### config.mk
export PLATFORM = sky130hd
export DESIGN_NAME = fp8_mul_pipe_flat
export DESIGN_NICKNAME = d
export VERILOG_FILES = /design/src/rtl/fp8_mul_pipe_if.sv /design/src/rtl/fp8_mul_pipe.sv /design/src/flat_wrapper.sv
export SDC_FILE = /design/constraint.sdc
export NUM_CORES = 1
export LEC_CHECK = 0
export CAP_MARGIN = 5
export CORE_AREA = 5 5 219 136
export DETAILED_ROUTE_END_ITERATION = 16
export DIE_AREA = 0 0 224 141
export DONT_BUFFER_PORTS = 1
export PLACE_DENSITY = 0.68
export SYNTH_ARGS = -nofsm -noshare
export SYNTH_HDL_FRONTEND = slang
export SYNTH_SLANG_ARGS = --single-unit
export TNS_END_PERCENT = 50
### constraint.sdc
create_clock -name clk -period 10 [get_ports clk]
set_clock_uncertainty 0.1 [all_clocks]
set_input_delay 2 -clock clk [delete_from_list [all_inputs] [get_ports clk]]
set_output_delay 2 -clock clk [all_outputs]
set_load 0.1 [all_outputs]
### src/rtl/fp8_mul_pipe_if.sv
// Handshake/data bundle for fp8_mul_pipe: input transaction side and result side.
// The master drives operands and out_ready; the slave (the multiplier) drives results.
interface fp8_mul_pipe_if #(
    parameter int unsigned LANES = 4,
    parameter int unsigned TAG_W = 4
);
    logic                  in_valid;
    logic                  in_ready;
    logic                  in_fmt;
    logic [LANES*8-1:0]    in_a;
    logic [LANES*8-1:0]    in_b;
    logic [TAG_W-1:0]      in_tag;
    logic                  out_valid;
    logic                  out_ready;
    logic [LANES*16-1:0]   out_p;
    logic [TAG_W-1:0]      out_tag;
    logic [LANES-1:0]      out_ovf;
    logic [LANES-1:0]      out_unf;
    logic [LANES-1:0]      out_inv;

    modport master (
        output in_valid, in_fmt, in_a, in_b, in_tag, out_ready,
        input  in_ready, out_valid, out_p, out_tag, out_ovf, out_unf, out_inv
    );

    modport slave (
        input  in_valid, in_fmt, in_a, in_b, in_tag, out_ready,
        output in_ready, out_valid, out_p, out_tag, out_ovf, out_unf, out_inv
    );
endinterface

### src/rtl/fp8_mul_pipe.sv
// Multi-lane FP8 (E4M3/E5M2) x FP8 -> FP16 multiplier, 3-stage elastic valid/ready pipeline.
// S1 decodes/classifies, S2 multiplies mantissas, S3 normalizes and drives the outputs.
module fp8_mul_pipe #(
    parameter int unsigned LANES = 4,
    parameter int unsigned TAG_W = 4
) (
    input logic           clk,
    input logic           rst_n,
    fp8_mul_pipe_if.slave bus_io
);

    typedef struct packed {
        logic [3:0] mant;
        logic [5:0] exp;  // signed unbiased exponent
        logic       nan;
        logic       inf;
        logic       zero;
    } op_t;

    typedef struct packed {
        logic       sign;
        logic [3:0] ma;
        logic [3:0] mb;
        logic [6:0] esum;  // signed EA + EB
        logic       inv;
        logic       inf;
        logic       zero;
    } s1_t;

    typedef struct packed {
        logic       sign;
        logic [7:0] m;
        logic [6:0] esum;
        logic       inv;
        logic       inf;
        logic       zero;
    } s2_t;

    typedef struct packed {
        logic [15:0] p;
        logic        ovf;
        logic        unf;
        logic        inv;
    } res_t;

    function automatic op_t decode(input logic [7:0] x, input logic fmt);
        op_t        d;
        logic [4:0] e;
        logic [2:0] m;
        logic [4:0] emax;
        logic [5:0] bias;
        if (fmt) begin
            e    = x[6:2];
            m    = {x[1:0], 1'b0};
            emax = 5'd31;
            bias = 6'd15;
        end else begin
            e    = {1'b0, x[6:3]};
            m    = x[2:0];
            emax = 5'd15;
            bias = 6'd7;
        end
        d.mant = {(e != 5'd0), m};
        // Subnormals share the exponent of the smallest normal.
        d.exp  = {1'b0, (e == 5'd0) ? 5'd1 : e} - bias;
        d.nan  = (e == emax) && (m != 3'd0);
        d.inf  = (e == emax) && (m == 3'd0);
        d.zero = (e == 5'd0) && (m == 3'd0);
        return d;
    endfunction

    function automatic s1_t stage1(input logic [7:0] a, input logic [7:0] b, input logic fmt);
        op_t da;
        op_t db;
        s1_t r;
        da     = decode(a, fmt);
        db     = decode(b, fmt);
        r.sign = a[7] ^ b[7];
        r.ma   = da.mant;
        r.mb   = db.mant;
        r.esum = {da.exp[5], da.exp} + {db.exp[5], db.exp};
        r.inv  = da.nan | db.nan | (da.inf & db.zero) | (db.inf & da.zero);
        r.inf  = da.inf | db.inf;
        r.zero = da.zero | db.zero;
        return r;
    endfunction

    function automatic s2_t stage2(input s1_t s);
        s2_t r;
        r.sign = s.sign;
        r.m    = s.ma * s.mb;
        r.esum = s.esum;
        r.inv  = s.inv;
        r.inf  = s.inf;
        r.zero = s.zero;
        return r;
    endfunction

    function automatic res_t stage3(input s2_t s);
        res_t              r;
        logic [2:0]        l;
        logic signed [7:0] be;
        logic [17:0]       sh;
        r = '0;
        l = '0;
        for (int i = 0; i < 8; i++) begin
            if (s.m[i]) l = 3'(i);
        end
        // Biased FP16 exponent: EA + EB + L - 6 + 15.
        be = $signed({s.esum[6], s.esum}) + $signed({5'b0, l}) + 8'sd9;
        sh = {s.m, 10'b0} >> l;
        if (s.inv) begin
            r.p   = {s.sign, 5'h1F, 10'h200};
            r.inv = 1'b1;
        end else if (s.inf) begin
            r.p = {s.sign, 5'h1F, 10'h000};
        end else if (s.zero || (s.m == 8'd0)) begin
            r.p = {s.sign, 15'h0000};
        end else if (be >= 8'sd31) begin
            r.p   = {s.sign, 5'h1F, 10'h000};
            r.ovf = 1'b1;
        end else if (be <= 8'sd0) begin
            r.p   = {s.sign, 15'h0000};
            r.unf = 1'b1;
        end else begin
            r.p = {s.sign, be[4:0], sh[9:0]};
        end
        return r;
    endfunction

    logic                   v1_q, v2_q, v3_q;
    logic                   rdy1, rdy2, rdy3;
    logic [TAG_W-1:0]       t1_q, t2_q, t3_q;
    s1_t  [LANES-1:0]       s1_q, s1_d;
    s2_t  [LANES-1:0]       s2_q, s2_d;
    res_t [LANES-1:0]       s3_q, s3_d;

    assign rdy3 = ~v3_q | bus_io.out_ready;
    assign rdy2 = ~v2_q | rdy3;
    assign rdy1 = ~v1_q | rdy2;

    always_comb begin
        s1_d = '0;
        s2_d = '0;
        s3_d = '0;
        for (int i = 0; i < LANES; i++) begin
            s1_d[i] = stage1(bus_io.in_a[8*i +: 8], bus_io.in_b[8*i +: 8], bus_io.in_fmt);
            s2_d[i] = stage2(s1_q[i]);
            s3_d[i] = stage3(s2_q[i]);
        end
    end

    always_ff @(posedge clk or negedge rst_n) begin
        if (!rst_n) begin
            v1_q <= 1'b0;
            v2_q <= 1'b0;
            v3_q <= 1'b0;
            t1_q <= '0;
            t2_q <= '0;
            t3_q <= '0;
            s1_q <= '0;
            s2_q <= '0;
            s3_q <= '0;
        end else begin
            if (rdy1) v1_q <= bus_io.in_valid;
            if (rdy1 && bus_io.in_valid) begin
                s1_q <= s1_d;
                t1_q <= bus_io.in_tag;
            end
            if (rdy2) v2_q <= v1_q;
            if (rdy2 && v1_q) begin
                s2_q <= s2_d;
                t2_q <= t1_q;
            end
            if (rdy3) v3_q <= v2_q;
            if (rdy3 && v2_q) begin
                s3_q <= s3_d;
                t3_q <= t2_q;
            end
        end
    end

    assign bus_io.in_ready  = rdy1;
    assign bus_io.out_valid = v3_q;
    assign bus_io.out_tag   = t3_q;

    always_comb begin
        bus_io.out_p   = '0;
        bus_io.out_ovf = '0;
        bus_io.out_unf = '0;
        bus_io.out_inv = '0;
        for (int i = 0; i < LANES; i++) begin
            bus_io.out_p[16*i +: 16] = s3_q[i].p;
            bus_io.out_ovf[i]        = s3_q[i].ovf;
            bus_io.out_unf[i]        = s3_q[i].unf;
            bus_io.out_inv[i]        = s3_q[i].inv;
        end
    end

endmodule

### src/flat_wrapper.sv
// flat-port wrapper written by rule: the top's interface ports become plain ports
module fp8_mul_pipe_flat 
#(
    parameter int unsigned LANES = 4,
    parameter int unsigned TAG_W = 4
)
  (clk, rst_n, bus_io_in_valid, bus_io_in_fmt, bus_io_in_a, bus_io_in_b, bus_io_in_tag, bus_io_out_ready, bus_io_in_ready, bus_io_out_valid, bus_io_out_p, bus_io_out_tag, bus_io_out_ovf, bus_io_out_unf, bus_io_out_inv);
  fp8_mul_pipe_if #(.LANES(LANES), .TAG_W(TAG_W)) bus_io_i ();
  input logic clk;
  input logic rst_n;
  input wire logic [$bits(bus_io_i.in_valid)-1:0] bus_io_in_valid;
  input wire logic [$bits(bus_io_i.in_fmt)-1:0] bus_io_in_fmt;
  input wire logic [$bits(bus_io_i.in_a)-1:0] bus_io_in_a;
  input wire logic [$bits(bus_io_i.in_b)-1:0] bus_io_in_b;
  input wire logic [$bits(bus_io_i.in_tag)-1:0] bus_io_in_tag;
  input wire logic [$bits(bus_io_i.out_ready)-1:0] bus_io_out_ready;
  output wire logic [$bits(bus_io_i.in_ready)-1:0] bus_io_in_ready;
  output wire logic [$bits(bus_io_i.out_valid)-1:0] bus_io_out_valid;
  output wire logic [$bits(bus_io_i.out_p)-1:0] bus_io_out_p;
  output wire logic [$bits(bus_io_i.out_tag)-1:0] bus_io_out_tag;
  output wire logic [$bits(bus_io_i.out_ovf)-1:0] bus_io_out_ovf;
  output wire logic [$bits(bus_io_i.out_unf)-1:0] bus_io_out_unf;
  output wire logic [$bits(bus_io_i.out_inv)-1:0] bus_io_out_inv;
  assign bus_io_i.in_valid = bus_io_in_valid;
  assign bus_io_i.in_fmt = bus_io_in_fmt;
  assign bus_io_i.in_a = bus_io_in_a;
  assign bus_io_i.in_b = bus_io_in_b;
  assign bus_io_i.in_tag = bus_io_in_tag;
  assign bus_io_i.out_ready = bus_io_out_ready;
  assign bus_io_in_ready = bus_io_i.in_ready;
  assign bus_io_out_valid = bus_io_i.out_valid;
  assign bus_io_out_p = bus_io_i.out_p;
  assign bus_io_out_tag = bus_io_i.out_tag;
  assign bus_io_out_ovf = bus_io_i.out_ovf;
  assign bus_io_out_unf = bus_io_i.out_unf;
  assign bus_io_out_inv = bus_io_i.out_inv;
  fp8_mul_pipe #(.LANES(LANES), .TAG_W(TAG_W)) u_core (.clk(clk), .rst_n(rst_n), .bus_io(bus_io_i));
endmodule
# == After elaboration in Yosys (flattened, before gate mapping) ==
# Index checks and enable logic that the tools add are counted.
# word_totals
wordCells,325
ff_bits,243
# classes
eq_ne,8
add_sub_neg,20
reduce_logical,67
n_bitwise,38
n_mux,102
order_cmp,8
mul,4
shifts,4
# op_table
operator,count
two-way mux 15 bit,20
two-way mux 5 bit,17
two-way mux 3 bit,24
right shift 18 x 3 -> 10 bit,4
subtractor 5 x 4 -> 6 bit,8
== test 5 bit,8
logical NOT 5 bit,8
two-way mux 2 bit,20
nonzero test 5 bit,8
adder 7 x 4 -> 8 bit,4
"adder 8 x 5 -> 8 bit, second input constant",4
">= comparator 8 x 6 -> 1 bit, second input constant",4
"less-or-equal comparator 8 x 1 -> 1 bit, second input constant",4
logical NOT 8 bit,4
multiplier 4 x 4 -> 8 bit,4
adder 6 x 6 -> 7 bit,4
logical AND 1 bit,27
logical NOT 3 bit,8
nonzero test 3 bit,8
bitwise OR 1 bit,23
two-way mux 1 bit,20
AND 1 bit,8
logical OR 1 bit,4
two-way mux 4 bit,1
2 further kinds,7

# == Depth between registers and ports, before layout ==
# Gate-level depths: netlist (run 1).
# logic_depth
ltp_word,15
ltp_mapped,16
ltp_nobuf,13

# == Least setup slack after synthesis (run 1) ==
# OpenSTA, ideal clock, no wires.
# synth_path
path_kind,input to register
from,input bus_io_in_fmt
to,register u_core.s1_q[9] in the netlist's numbering
arrival_ns,4.974
setup_time_ns,0.083
cell_stages,13
path_slack_ns,4.843
path_cell_list,clkbuf_1 buf_1 clkbuf_1 buf_2 mux2_2 ha_1 xnor2_1 ha_1 a21oi_1 o21bai_1 a2111oi_0 a21oi_1 o21ai_0
# synth_via
elab_chain_len,5
# synth_lines
element,line_no,source
from (decl),flat_wrapper.sv:12,input wire logic [$bits(bus_io_i.in_fmt)-1:0] bus_io_in_fmt;
two-way mux 5 bit,fp8_mul_pipe.sv:52,if (fmt) begin
logical NOT 5 bit,fp8_mul_pipe.sv:65,"d.exp = {1'b0, (e == 5'd0) ? 5'd1 : e} - bias;"
two-way mux 5 bit,fp8_mul_pipe.sv:65,
subtractor 5 x 4 -> 6 bit,fp8_mul_pipe.sv:65,
adder 6 x 6 -> 7 bit *,fp8_mul_pipe.sv:81,"r.esum = {da.exp[5], da.exp} + {db.exp[5], db.exp};"
to (signal assigned),fp8_mul_pipe.sv:161,s1_q <= '0;
to (signal assigned),fp8_mul_pipe.sv:167,s1_q <= s1_d;
to (decl),fp8_mul_pipe.sv:134,"s1_t [LANES-1:0] s1_q, s1_d;"
# Every way passes the cells marked *; elsewhere a longest branch is shown, timed or not.
# A chain may end at the register's enable or synchronous reset.

# == Worst setup path in the final report (run 1) ==
# layout_path
from,input bus_io_out_ready
to,output bus_io_in_ready
# layout_via
elab_chain_len,3
# layout_lines
element,line_no,source
from (decl),flat_wrapper.sv:16,input wire logic [$bits(bus_io_i.out_ready)-1:0] bus_io_out_ready;
bitwise OR 1 bit,fp8_mul_pipe.sv:138,assign rdy3 = ~v3_q | bus_io.out_ready;
bitwise OR 1 bit,fp8_mul_pipe.sv:139,assign rdy2 = ~v2_q | rdy3;
bitwise OR 1 bit,fp8_mul_pipe.sv:140,assign rdy1 = ~v1_q | rdy2;
to (decl),flat_wrapper.sv:17,output wire logic [$bits(bus_io_i.in_ready)-1:0] bus_io_in_ready;
# No other way between the ends.

==> flow_metrics.env, run 1 <==
export IMPL_result_of_the_run="finished, final reports clean"
export IMPL_hp_class="reg -> reg"
export IMPL_detailedRoute_firstIterationViolations=846
export IMPL_finalSetupTns_ns=0
export IMPL_internal_power_uw=2660
export IMPL_syn_inst=1655
export IMPL_initial_utilization_pct=54.5
export IMPL_gr_usage_all_layers_pct=22.5
export IMPL_finalHoldViolations=0
export IMPL_post_cts_repair_setup_buffers=0
export IMPL_setup_viol=0
export IMPL_post_dp_cell_area_um2=15400
export IMPL_cts_tree="built"
export IMPL_final_min_clock_period_ns=5.12
export IMPL_max_vdd_ir_drop_mv=0.226
export IMPL_power_leakage_uw=0.00747
export IMPL_routed_len_inst_um=17.8
export IMPL_timing_rr_end="u_core.t1_q[3]"
export IMPL_post_route_cell_area_um2=16400
export IMPL_rsz0062_at_grt="false"
export IMPL_cts_htree_levels=1
export IMPL_synth_yosys_warnings=0
export IMPL_ios=155
export IMPL_floorplan_die_area_um2=31600
export IMPL_utilization_pct=58.6
export IMPL_syn_mean_instance_area_um2=9.20
export IMPL_placementRows=48
export IMPL_via_count=11596
export IMPL_antenna_left=0
export IMPL_yosys_cell_types_count=90
export IMPL_die_ht_um=141
export IMPL_finalNonFillerCells=1999
export IMPL_critical_path_cell_chain="nor2b_1 > nand3_1"
export IMPL_num_nets_final=1801
export IMPL_async_flop_share_pct=100
export IMPL_antennaDiodeCount=0
export IMPL_p_sw_uw=2410
export IMPL_timing_slew_headroom_pct=22.6
export IMPL_avgViaCountPerCell=5.80
export IMPL_layout_worst_path_cycle_share_pct=51.2
export IMPL_post_synth_top_area_fraction_pct=38.0
export IMPL_cts_num_sinks=231
export IMPL_crit_type="in -> out"
export IMPL_finalHoldWorstSlack_ns=0.368
export IMPL_synth_main_ff_cell="sky130_fd_sc_hd__dfrtp_1"
export IMPL_timing_max_transition_violations_final=0
export IMPL_worstPathRequired_ns=7.90
export IMPL_grt_max_degree=232
export IMPL_layout_area_overhead_vs_synth_pct=7.40
export IMPL_clkTransAtPathRegs_ns=0.06
export IMPL_cts_made_buffers=25
export IMPL_via_count_of_the_first_global_routing_pass=11165
export IMPL_synthesis_area_um2=15200
export IMPL_tightestPinTransition_ns=1.16
export IMPL_cts_root_buffer="sky130_fd_sc_hd__clkbuf_16"
export IMPL_number_of_enable_flip_flop_cells_after_synthesis=0
export IMPL_critical_path_max_fanout=3
export IMPL_clkPwrFrac_pct=21.4
export IMPL_ys_top_cells_by_count="236 x sky130_fd_sc_hd__nand2_1, 231 x sky130_fd_sc_hd__dfrtp_1, 124 x sky130_fd_sc_hd__o21ai_0, 107 x sky130_fd_sc_hd__nor2_1, 101 x sky130_fd_sc_hd__inv_1"
export IMPL_clk_latency_ns=0.53
export IMPL_hold_path_end="u_core.bus_io.out_tag[0]"
export IMPL_synth_area_leaders="sky130_fd_sc_hd__dfrtp_1 38%, sky130_fd_sc_hd__ha_1 7.9%, sky130_fd_sc_hd__mux2_2 6.2%"
export IMPL_power_share_switching_pct=47.5
export IMPL_routed_wirelength_mm=35.6
export IMPL_first_pass_grt_wire_length_mm=59.5
export IMPL_crit_buf_inv=0
export IMPL_worstSetupPathDepth=2
export IMPL_p_per_area_nw_per_um2=310
export IMPL_max_cap_violations=0
export IMPL_cp_slowest_stage_delay_ns=0.87
export IMPL_firstDrtPassIters=5
export IMPL_holdBufCountCts=0
export IMPL_yosys_cell_count_top_type="sky130_fd_sc_hd__nand2_1"
export IMPL_routabilityCongestion=0.863
export IMPL_slowest_library_cell_on_the_worst_path="sky130_fd_sc_hd__nand3_1"
export IMPL_chipWidth_um=224
export IMPL_reg2reg_slack_ns=5.59
export IMPL_drc_violation_count_after_routing=0
export IMPL_final_layout_size_suffix_gt1_share_pct=11.0
export IMPL_synth_area_leader_cell="sky130_fd_sc_hd__dfrtp_1"
export IMPL_max_freq_mhz=195
export IMPL_power_share_sequential_pct=43.1
export IMPL_register_area_share_after_synthesis_pct=38.0
export IMPL_ctsResizeCount=0
export IMPL_worstRegToRegCells=5
export IMPL_place_detailed_instances=1956
export IMPL_crit_path_start_kind="input pin"
export IMPL_ys_ff_latch=231
export IMPL_clockBufferDepth=3
export IMPL_hp_start="u_core.t2_q[0]"
export IMPL_critPathTopFamily="simple AND/OR/NAND/NOR gates"
export IMPL_port_buffer_count=0
export IMPL_hold_path_cell_count=2
export IMPL_worstPathArrival_ns=3.02
export IMPL_worst_setup_end_kind="primary output"
export IMPL_globalRoute_totalOverflow=0
export IMPL_pwr_share_comb_pct=35.5
export IMPL_origin_of_the_critical_flop_to_flop_path="u_core.bus_io.out_valid"
export IMPL_hpwlAfterDp_mm=25.9
export IMPL_antenna_violations_before_repair=0
export IMPL_core_region_area_um2=27900
==> layout make-up <==
type | count | area, um2
multi-input combinational | 1243 | 8730
clock inverter | 12 | 260
timing repair buffer | 4 | 30.0
fill | 2474 | 11600
clock buffer | 31 | 698
sequential | 231 | 5780
inverter | 103 | 387
tap | 375 | 469
==> cells by family after synthesis <==
family          synth area share, %
fa+ha+maj                      11.0
compound gates                 18.1
other cells                  0.0246
flops                          38.0
simple gates                   16.8
buf+inv                        5.09
mux                            7.82
xor+xnor                       3.16
==> worst max path at each step <==
stage | slack [ns] | end | startpoint
after floorplan | 4.84 | u_core.s1_q[9] | bus_io_in_fmt
after global placement | 4.70 | u_core.s1_q[36] | bus_io_out_ready
after detailed placement | 4.66 | u_core.t1_q[3] | bus_io_out_ready
after CTS | 4.88 | bus_io_in_ready | bus_io_out_ready
after global routing | 4.84 | bus_io_in_ready | bus_io_out_ready
final | 4.88 | bus_io_in_ready | bus_io_out_ready
==> sequential cells by signal (all words and copies together) (netlist names) <==
name	flops
u_core.bus_io.out_ovf	4
u_core.bus_io.out_valid	1
u_core.v2_q	1
u_core.bus_io.out_unf	4
u_core.v1_q	1
u_core.bus_io.out_p	52
u_core.t1_q	4
u_core.s2_q	76
u_core.bus_io.out_tag	4
u_core.bus_io.out_inv	4
u_core.s1_q	76
u_core.t2_q	4
==> metrics by stage <==
| step | setup slack [ns] | total power, uW |
|---|---|---|
| finish | 4.88 | 5070 |
| global route | 4.84 | 5400 |
| CTS | 4.88 | 5080 |
| detailed placement | 4.66 | 3970 |
| global placement | 4.70 | 3910 |
| floorplan | 4.84 | 3570 |
==> worst register-to-register path: stages, from the launching register on <==
cell                      delay [ns]
sky130_fd_sc_hd__dfrtp_1        0.95
sky130_fd_sc_hd__nor2b_1        0.28
sky130_fd_sc_hd__nand3_1        0.87
sky130_fd_sc_hd__nand2_4        0.92
sky130_fd_sc_hd__buf_4          0.73
sky130_fd_sc_hd__mux2_2         0.43
==> per-layer routing <==
metal / share of wire [%] / up-vias / track usage [%] / wire length, um
met2: 42 / 263 / 32.7 / 14900
met3: 6.1 / 53 / 5.24 / 2180
li1: - / 5744 / - / -
met1: 50 / 5536 / 34.3 / 17600
met4: 2.3 / 0 / 4.86 / 811
met5: 0 / - / 0 / 0
==> power by group through the flow <==
| stage | logic (uW) | clock network, uW | registers (uW) |
|---|---|---|---|
| floorplan | 1550 | 0 | 2020 |
| global placement | 1720 | 0 | 2180 |
| detailed placement | 1770 | 0 | 2200 |
| CTS | 1790 | 1110 | 2180 |
| global route | 2020 | 1150 | 2230 |
| finish | 1800 | 1080 | 2180 |
==> cells in the final DEF (no fill, tap or decap), types with 5 or more instances in the layout <==
master and n:
sky130_fd_sc_hd__bufinv_16 8, sky130_fd_sc_hd__fa_1 24, sky130_fd_sc_hd__a32o_1 10, sky130_fd_sc_hd__nand4_1 9
sky130_fd_sc_hd__o31ai_1 7, sky130_fd_sc_hd__clkbuf_16 25, sky130_fd_sc_hd__mux2_2 84, sky130_fd_sc_hd__nand2b_1 15
sky130_fd_sc_hd__nand2_1 233, sky130_fd_sc_hd__and2_1 46, sky130_fd_sc_hd__mux2i_1 23, sky130_fd_sc_hd__or4_1 6
sky130_fd_sc_hd__a21oi_1 99, sky130_fd_sc_hd__o22a_1 8, sky130_fd_sc_hd__nor4_1 14, sky130_fd_sc_hd__a21o_1 19
sky130_fd_sc_hd__a31oi_1 16, sky130_fd_sc_hd__dfrtp_1 231, sky130_fd_sc_hd__nor2_1 107, sky130_fd_sc_hd__xnor2_1 32
sky130_fd_sc_hd__o21a_1 5, sky130_fd_sc_hd__a21boi_0 5, sky130_fd_sc_hd__o21bai_1 12, sky130_fd_sc_hd__o21ai_0 124
sky130_fd_sc_hd__a22o_1 7, sky130_fd_sc_hd__o32ai_1 13, sky130_fd_sc_hd__a211oi_1 10, sky130_fd_sc_hd__conb_1 12
sky130_fd_sc_hd__inv_1 101, sky130_fd_sc_hd__xor2_1 23, sky130_fd_sc_hd__ha_1 96, sky130_fd_sc_hd__nor3_1 14
sky130_fd_sc_hd__or3_1 14, sky130_fd_sc_hd__and3_1 5, sky130_fd_sc_hd__nor2b_1 20, sky130_fd_sc_hd__clkbuf_8 5
sky130_fd_sc_hd__nand3_1 25, sky130_fd_sc_hd__o221a_2 10
Power figures use the tool's default switching activity.
==> run 2: changes to the inputs <==
- PLACE_DENSITY: 0.68 -> 0.71
- clock period: 10 -> 4.45 ns (I/O delays scaled with it)
==> flow_metrics.env, run 2 (synthesis gave the netlist of run 1 again) <==
export IMPL_result_of_the_run="complete, but fails checks"
export IMPL_violations_in_the_final_reports="negative hold slack"
export IMPL_worst_setup_end_kind="register"
export IMPL_critical_path_max_fanout=6
export IMPL_detailedRoute_firstIterationViolations=883
export IMPL_clk_latency_ns=0.54
export IMPL_cts_made_buffers=26
export IMPL_chipWidth_um=224
export IMPL_hpwlAfterDp_mm=25.4
export IMPL_num_nets_final=1807
export IMPL_grt_max_degree=232
export IMPL_die_ht_um=141
export IMPL_ios=155
export IMPL_route_top_layer_used="met4"
export IMPL_cts_root_buffer="sky130_fd_sc_hd__clkbuf_16"
export IMPL_fin_total_pwr_uw=11100
export IMPL_worstPathRequired_ns=4.77
export IMPL_rsz0062_at_grt="false"
export IMPL_hp_class="in -> async"
export IMPL_timing_rr_end="u_core.bus_io.out_p[51]"
export IMPL_timing_max_transition_violations_final=0
export IMPL_avgViaCountPerCell=5.81
export IMPL_drc_violation_count_after_routing=0
export IMPL_antenna_left=0
export IMPL_reg2reg_slack_ns=0.59
export IMPL_finalSetupTns_ns=0
export IMPL_routabilityCongestion=0.864
export IMPL_p_per_area_nw_per_um2=682
export IMPL_firstDrtPassIters=5
export IMPL_clkTransAtPathRegs_ns=0.06
export IMPL_first_pass_grt_wire_length_mm=57.2
export IMPL_placementRows=48
export IMPL_max_cap_violations=0
export IMPL_detailroute_wirelength_met3_mm=1.87
export IMPL_met1Wirelength_mm=17.6
export IMPL_worstRegToRegCells=12
export IMPL_layout_area_overhead_vs_synth_pct=7.34
export IMPL_leading_cell_type_in_the_layout_fill_and_taps_excluded="sky130_fd_sc_hd__nand2_1"
export IMPL_crit_type="reg -> reg"
export IMPL_port_buffer_count=0
export IMPL_antennaDiodeCount=0
export IMPL_routed_wirelength_mm=34.8
export IMPL_layout_common_cells="233 x sky130_fd_sc_hd__nand2_1, 231 x sky130_fd_sc_hd__dfrtp_1, 124 x sky130_fd_sc_hd__o21ai_0, 107 x sky130_fd_sc_hd__nor2_1, 101 x sky130_fd_sc_hd__inv_1"
export IMPL_crit_path_start_kind="register"
export IMPL_max_freq_mhz=259
export IMPL_cts_tree="built"
export IMPL_via_count_of_the_first_global_routing_pass=10878
export IMPL_routed_len_inst_um=17.3
export IMPL_cts_htree_levels=1
export IMPL_critical_path_capture_point="u_core.bus_io.out_p[51]"
export IMPL_cts_num_sinks=231
export IMPL_layout_worst_path_cycle_share_pct=86.6
export IMPL_antenna_violations_before_repair=0
export IMPL_timing_slew_headroom_pct=26.8
export IMPL_max_vdd_ir_drop_mv=0.580
export IMPL_power_leakage_uw=0.00746
export IMPL_met2_length_mm=14.3
export IMPL_tightestPinTransition_ns=1.10
export IMPL_worstPathArrival_ns=4.18
export IMPL_core_region_area_um2=27900
export IMPL_setup_viol=0
export IMPL_via_count=11681
export IMPL_finalHoldViolations=33
export IMPL_critical_path_startpoint="u_core.s2_q[69]"
export IMPL_finalHoldWorstSlack_ns=-0.0460
export IMPL_initial_utilization_pct=54.5
export IMPL_floorplan_die_area_um2=31600
export IMPL_gr_usage_all_layers_pct=21.5
export IMPL_final_min_clock_period_ns=3.86
export IMPL_clockBufferDepth=3
export IMPL_final_layout_size_suffix_gt1_share_pct=11.1
export IMPL_globalRoute_totalOverflow=0
export IMPL_ctsResizeCount=0
export IMPL_origin_of_the_critical_flop_to_flop_path="u_core.s2_q[69]"
==> run 2: changes by cell type in the layout (fill, tap and decap cells not counted) <==
| cell | change |
|---|---|
| sky130_fd_sc_hd__clkbuf_1 | +6 |
| sky130_fd_sc_hd__clkbuf_16 | +1 |
| sky130_fd_sc_hd__buf_12 | +2 |
| sky130_fd_sc_hd__clkbuf_8 | +3 |
| sky130_fd_sc_hd__clkinv_2 | -1 |
| sky130_fd_sc_hd__clkinv_8 | +1 |
| sky130_fd_sc_hd__buf_4 | +3 |
| sky130_fd_sc_hd__clkinvlp_4 | +1 |
| sky130_fd_sc_hd__bufinv_16 | -6 |
==> run 2: worst min-delay path by stage <==
stage / start / end / slack (ns) / depth (start not counted)
after floorplan: u_core.s2_q[18] / u_core.bus_io.out_p[15] / 0.33 / 2
after global placement: u_core.t2_q[0] / u_core.bus_io.out_tag[0] / 0.35 / 2
after detailed placement: u_core.s2_q[56] / u_core.bus_io.out_p[47] / 0.35 / 2
after CTS: rst_n / u_core.s1_q[68] / -0.07 / 0
after global routing: rst_n / u_core.s1_q[67] / -0.07 / 0
final: rst_n / u_core.s2_q[74] / -0.05 / 0
==> run 2: power by group <==
part	internal, uW	switching (uW)
Clock	1330	883
Combinational	1780	2290
Sequential	2650	2220
Total	5760	5390
==> run 2: metal layers <==
metal	up-vias	GRT usage [%]
li1	5743	-
met1	5591	33.4
met2	296	30.5
met3	51	4.33
met4	0	5.96
met5	-	0
==> run 2: area by class of cell <==
| type | instances | area, um2 |
|---|---|---|
| fillers | 2493 | 11600 |
| inverters | 103 | 387 |
| flip-flops and latches | 231 | 5780 |
| clock buffers | 41 | 787 |
| well taps | 375 | 469 |
| multi-input cells | 1243 | 8730 |
| clock inverters | 7 | 98.8 |
| repair buffers | 9 | 92.6 |
==> run 2: through the flow <==
stage	util (%)	instance area (um2)	instances	setup WS (ns)
6_report	58.5	16300	2009	0.594
5_1_grt	58.5	16300	2009	0.347
4_1_cts	58.5	16300	2009	0.628
3_5_place_dp	55.4	15500	1961	0.634
3_3_place_gp	55.4	15500	1961	0.728
2_1_floorplan	-	15300	1666	0.403
==> run 2: repair_timing <==
item | CTS | global route
setup endpoints to repair | 0 | 0
buffers inserted | 0 | 0
endpoints found under the hold margin | 231 | 203
==> run 2: worst max-delay path, stage by stage (launching register included) <==
cell                        delay, ns
sky130_fd_sc_hd__dfrtp_1         0.43
sky130_fd_sc_hd__inv_1           0.10
sky130_fd_sc_hd__a21oi_1         0.06
sky130_fd_sc_hd__o31ai_1         0.52
sky130_fd_sc_hd__inv_1           0.14
sky130_fd_sc_hd__ha_1            0.23
sky130_fd_sc_hd__fa_1            0.45
sky130_fd_sc_hd__xor2_1          0.23
sky130_fd_sc_hd__or3_1           0.37
sky130_fd_sc_hd__a2111oi_4       0.53
sky130_fd_sc_hd__nor4_4          0.13
sky130_fd_sc_hd__nor3b_2         0.21
sky130_fd_sc_hd__a32o_2          0.27
==> run 3: changes to the inputs <==
- MAX_ROUTING_LAYER: unset -> met4
==> flow_metrics.env, run 3 (synthesis gave the netlist of run 1 again) <==
export IMPL_finalHoldWorstSlack_ns=-0.0285
export IMPL_max_vdd_ir_drop_mv=0.478
export IMPL_finalSetupTns_ns=0
export IMPL_timing_slew_headroom_pct=33.3
export IMPL_fillerInstances=2484
export IMPL_power_share_switching_pct=49.0
export IMPL_worstPathRequired_ns=4.80
export IMPL_die_ht_um=141
export IMPL_routed_len_inst_um=17.4
export IMPL_core_region_area_um2=27900
export IMPL_clockBufferDepth=3
export IMPL_cts_tree="built"
export IMPL_final_layout_size_suffix_gt1_share_pct=10.9
export IMPL_violations_in_the_final_reports="negative hold slack"
export IMPL_layout_common_cells="233 x sky130_fd_sc_hd__nand2_1, 231 x sky130_fd_sc_hd__dfrtp_1, 124 x sky130_fd_sc_hd__o21ai_0, 107 x sky130_fd_sc_hd__nor2_1, 101 x sky130_fd_sc_hd__inv_1"
export IMPL_leading_cell_type_in_the_layout_fill_and_taps_excluded="sky130_fd_sc_hd__nand2_1"
export IMPL_internal_power_uw=5570
export IMPL_rsz0062_at_grt="false"
export IMPL_layout_worst_path_cycle_share_pct=87.6
export IMPL_floorplan_die_area_um2=31600
export IMPL_pwr_share_comb_pct=37.2
export IMPL_antennaDiodeCount=0
export IMPL_critical_path_max_fanout=6
export IMPL_clk_latency_ns=0.54
export IMPL_p_sw_uw=5340
export IMPL_globalRoute_totalOverflow=0
export IMPL_utilization_pct=58.1
export IMPL_max_cap_violations=0
export IMPL_setup_viol=0
export IMPL_cts_root_buffer="sky130_fd_sc_hd__clkbuf_16"
export IMPL_post_cts_repair_setup_buffers=0
export IMPL_max_freq_mhz=256
export IMPL_crit_type="reg -> reg"
export IMPL_final_min_clock_period_ns=3.90
export IMPL_initial_utilization_pct=54.5
export IMPL_avgViaCountPerCell=5.80
export IMPL_gr_usage_all_layers_pct=22.3
export IMPL_tightestPinTransition_ns=1.00
export IMPL_hpwlAfterDp_mm=25.7
export IMPL_worstPathArrival_ns=4.25
export IMPL_port_buffer_count=0
export IMPL_drc_violation_count_after_routing=0
export IMPL_detailedRoute_firstIterationViolations=909
export IMPL_routabilityCongestion=0.901
export IMPL_critical_path_startpoint="u_core.s2_q[69]"
export IMPL_firstDrtPassIters=7
export IMPL_clkTransAtPathRegs_ns=0.06
export IMPL_num_nets_final=1805
export IMPL_chipWidth_um=224
export IMPL_layout_area_overhead_vs_synth_pct=6.65
export IMPL_antenna_violations_before_repair=0
export IMPL_hp_class="in -> async"
export IMPL_via_count_of_the_first_global_routing_pass=11030
export IMPL_clkPwrFrac_pct=18.2
export IMPL_ctsResizeCount=0
export IMPL_antenna_left=0
export IMPL_result_of_the_run="complete, but fails checks"
export IMPL_cts_num_sinks=231
export IMPL_finalHoldViolations=6
export IMPL_p_per_area_nw_per_um2=672
export IMPL_cts_htree_levels=1
export IMPL_cts_made_buffers=24
export IMPL_routed_wirelength_mm=34.7
export IMPL_placementRows=48
export IMPL_ios=155
export IMPL_origin_of_the_critical_flop_to_flop_path="u_core.s2_q[69]"
export IMPL_via_count=11605
export IMPL_grt_max_degree=232
export IMPL_worst_setup_end_kind="register"
export IMPL_first_pass_grt_wire_length_mm=57.4
export IMPL_crit_path_start_kind="register"
export IMPL_power_share_sequential_pct=44.6
export IMPL_power_leakage_uw=0.00741
export IMPL_timing_max_transition_violations_final=0
## run 3: cell types whose count changed in the layout (fill, tap and decap cells not counted)
cell / change
sky130_fd_sc_hd__clkbuf_8: -2
sky130_fd_sc_hd__bufinv_16: -1
sky130_fd_sc_hd__buf_12: +1
sky130_fd_sc_hd__clkbuf_16: -2
sky130_fd_sc_hd__clkbuf_1: -4
sky130_fd_sc_hd__buf_4: -1
sky130_fd_sc_hd__clkinv_2: +1
## run 3: path summary, 6_finish.rpt
path                                       endpoint  slack, ns  cells after the start
max                         u_core.bus_io.out_p[51]       0.55                     12
min                                 u_core.s2_q[74]      -0.03                      0
max reg2reg                 u_core.bus_io.out_p[51]       0.55                     12
min reg2reg                 u_core.bus_io.out_p[47]       0.37                      2
max in group asynchronous  u_core.bus_io.out_tag[3]       3.72                      0
min in group clk                        u_core.v1_q       0.36                      1
## run 3: power by group through the flow
stage / sequential [uW] / combinational [uW] / clock, uW
2_1_floorplan: 4540 / 3480 / 0
5_1_grt: 4960 / 4560 / 2120
3_3_place_gp: 4880 / 3920 / 0
3_5_place_dp: 4910 / 4010 / 0
6_report: 4870 / 4060 / 1980
4_1_cts: 4870 / 4040 / 2040
## run 3: critical path, cell delays in order (launching register included)
cell	delay, ns
sky130_fd_sc_hd__dfrtp_1	0.43
sky130_fd_sc_hd__inv_1	0.10
sky130_fd_sc_hd__a21oi_1	0.06
sky130_fd_sc_hd__o31ai_1	0.53
sky130_fd_sc_hd__inv_1	0.15
sky130_fd_sc_hd__ha_1	0.24
sky130_fd_sc_hd__fa_1	0.45
sky130_fd_sc_hd__and3b_1	0.24
sky130_fd_sc_hd__o211ai_1	0.09
sky130_fd_sc_hd__a2111o_1	0.42
sky130_fd_sc_hd__nor4_4	0.46
sky130_fd_sc_hd__nor3b_2	0.36
sky130_fd_sc_hd__a32o_2	0.22
## run 3: metrics by stage
stage               cells  total power (uW)  worst slack [ns]  instance area, um2  hold slack (ns)
finish               2001             10900             0.550               16200          -0.0285
global route         2001             11600             0.206               16200          -0.0635
CTS                  2001             11000             0.575               16200          -0.0642
detailed placement   1961              8920             0.586               15500            0.350
global placement     1961              8800             0.718               15500            0.344
floorplan            1666              8020             0.403               15300            0.333
## run 3: cell type report
class                           instances  area, um2  area share (%)
Multi-Input combinational cell       1243       8730            53.8
Timing Repair Buffer                    9        105           0.647
Inverter                              103        387            2.38
Tap cell                              375        469            2.89
Clock inverter                          7       73.8           0.455
Sequential cell                       231       5780            35.6
Clock buffer                           33        694            4.28
## run 3: layer usage
| layer | routed length, um | global-route usage [%] | part of all wire, % | vias to the layer above |
|---|---|---|---|---|
| met5 | 0 | - | 0 | - |
| met4 | 890 | 5.44 | 2.6 | 0 |
| met3 | 2110 | 4.25 | 6.1 | 54 |
| met2 | 14400 | 31.2 | 42 | 323 |
| met1 | 17300 | 33.5 | 50 | 5484 |
| li1 | - | - | - | 5744 |
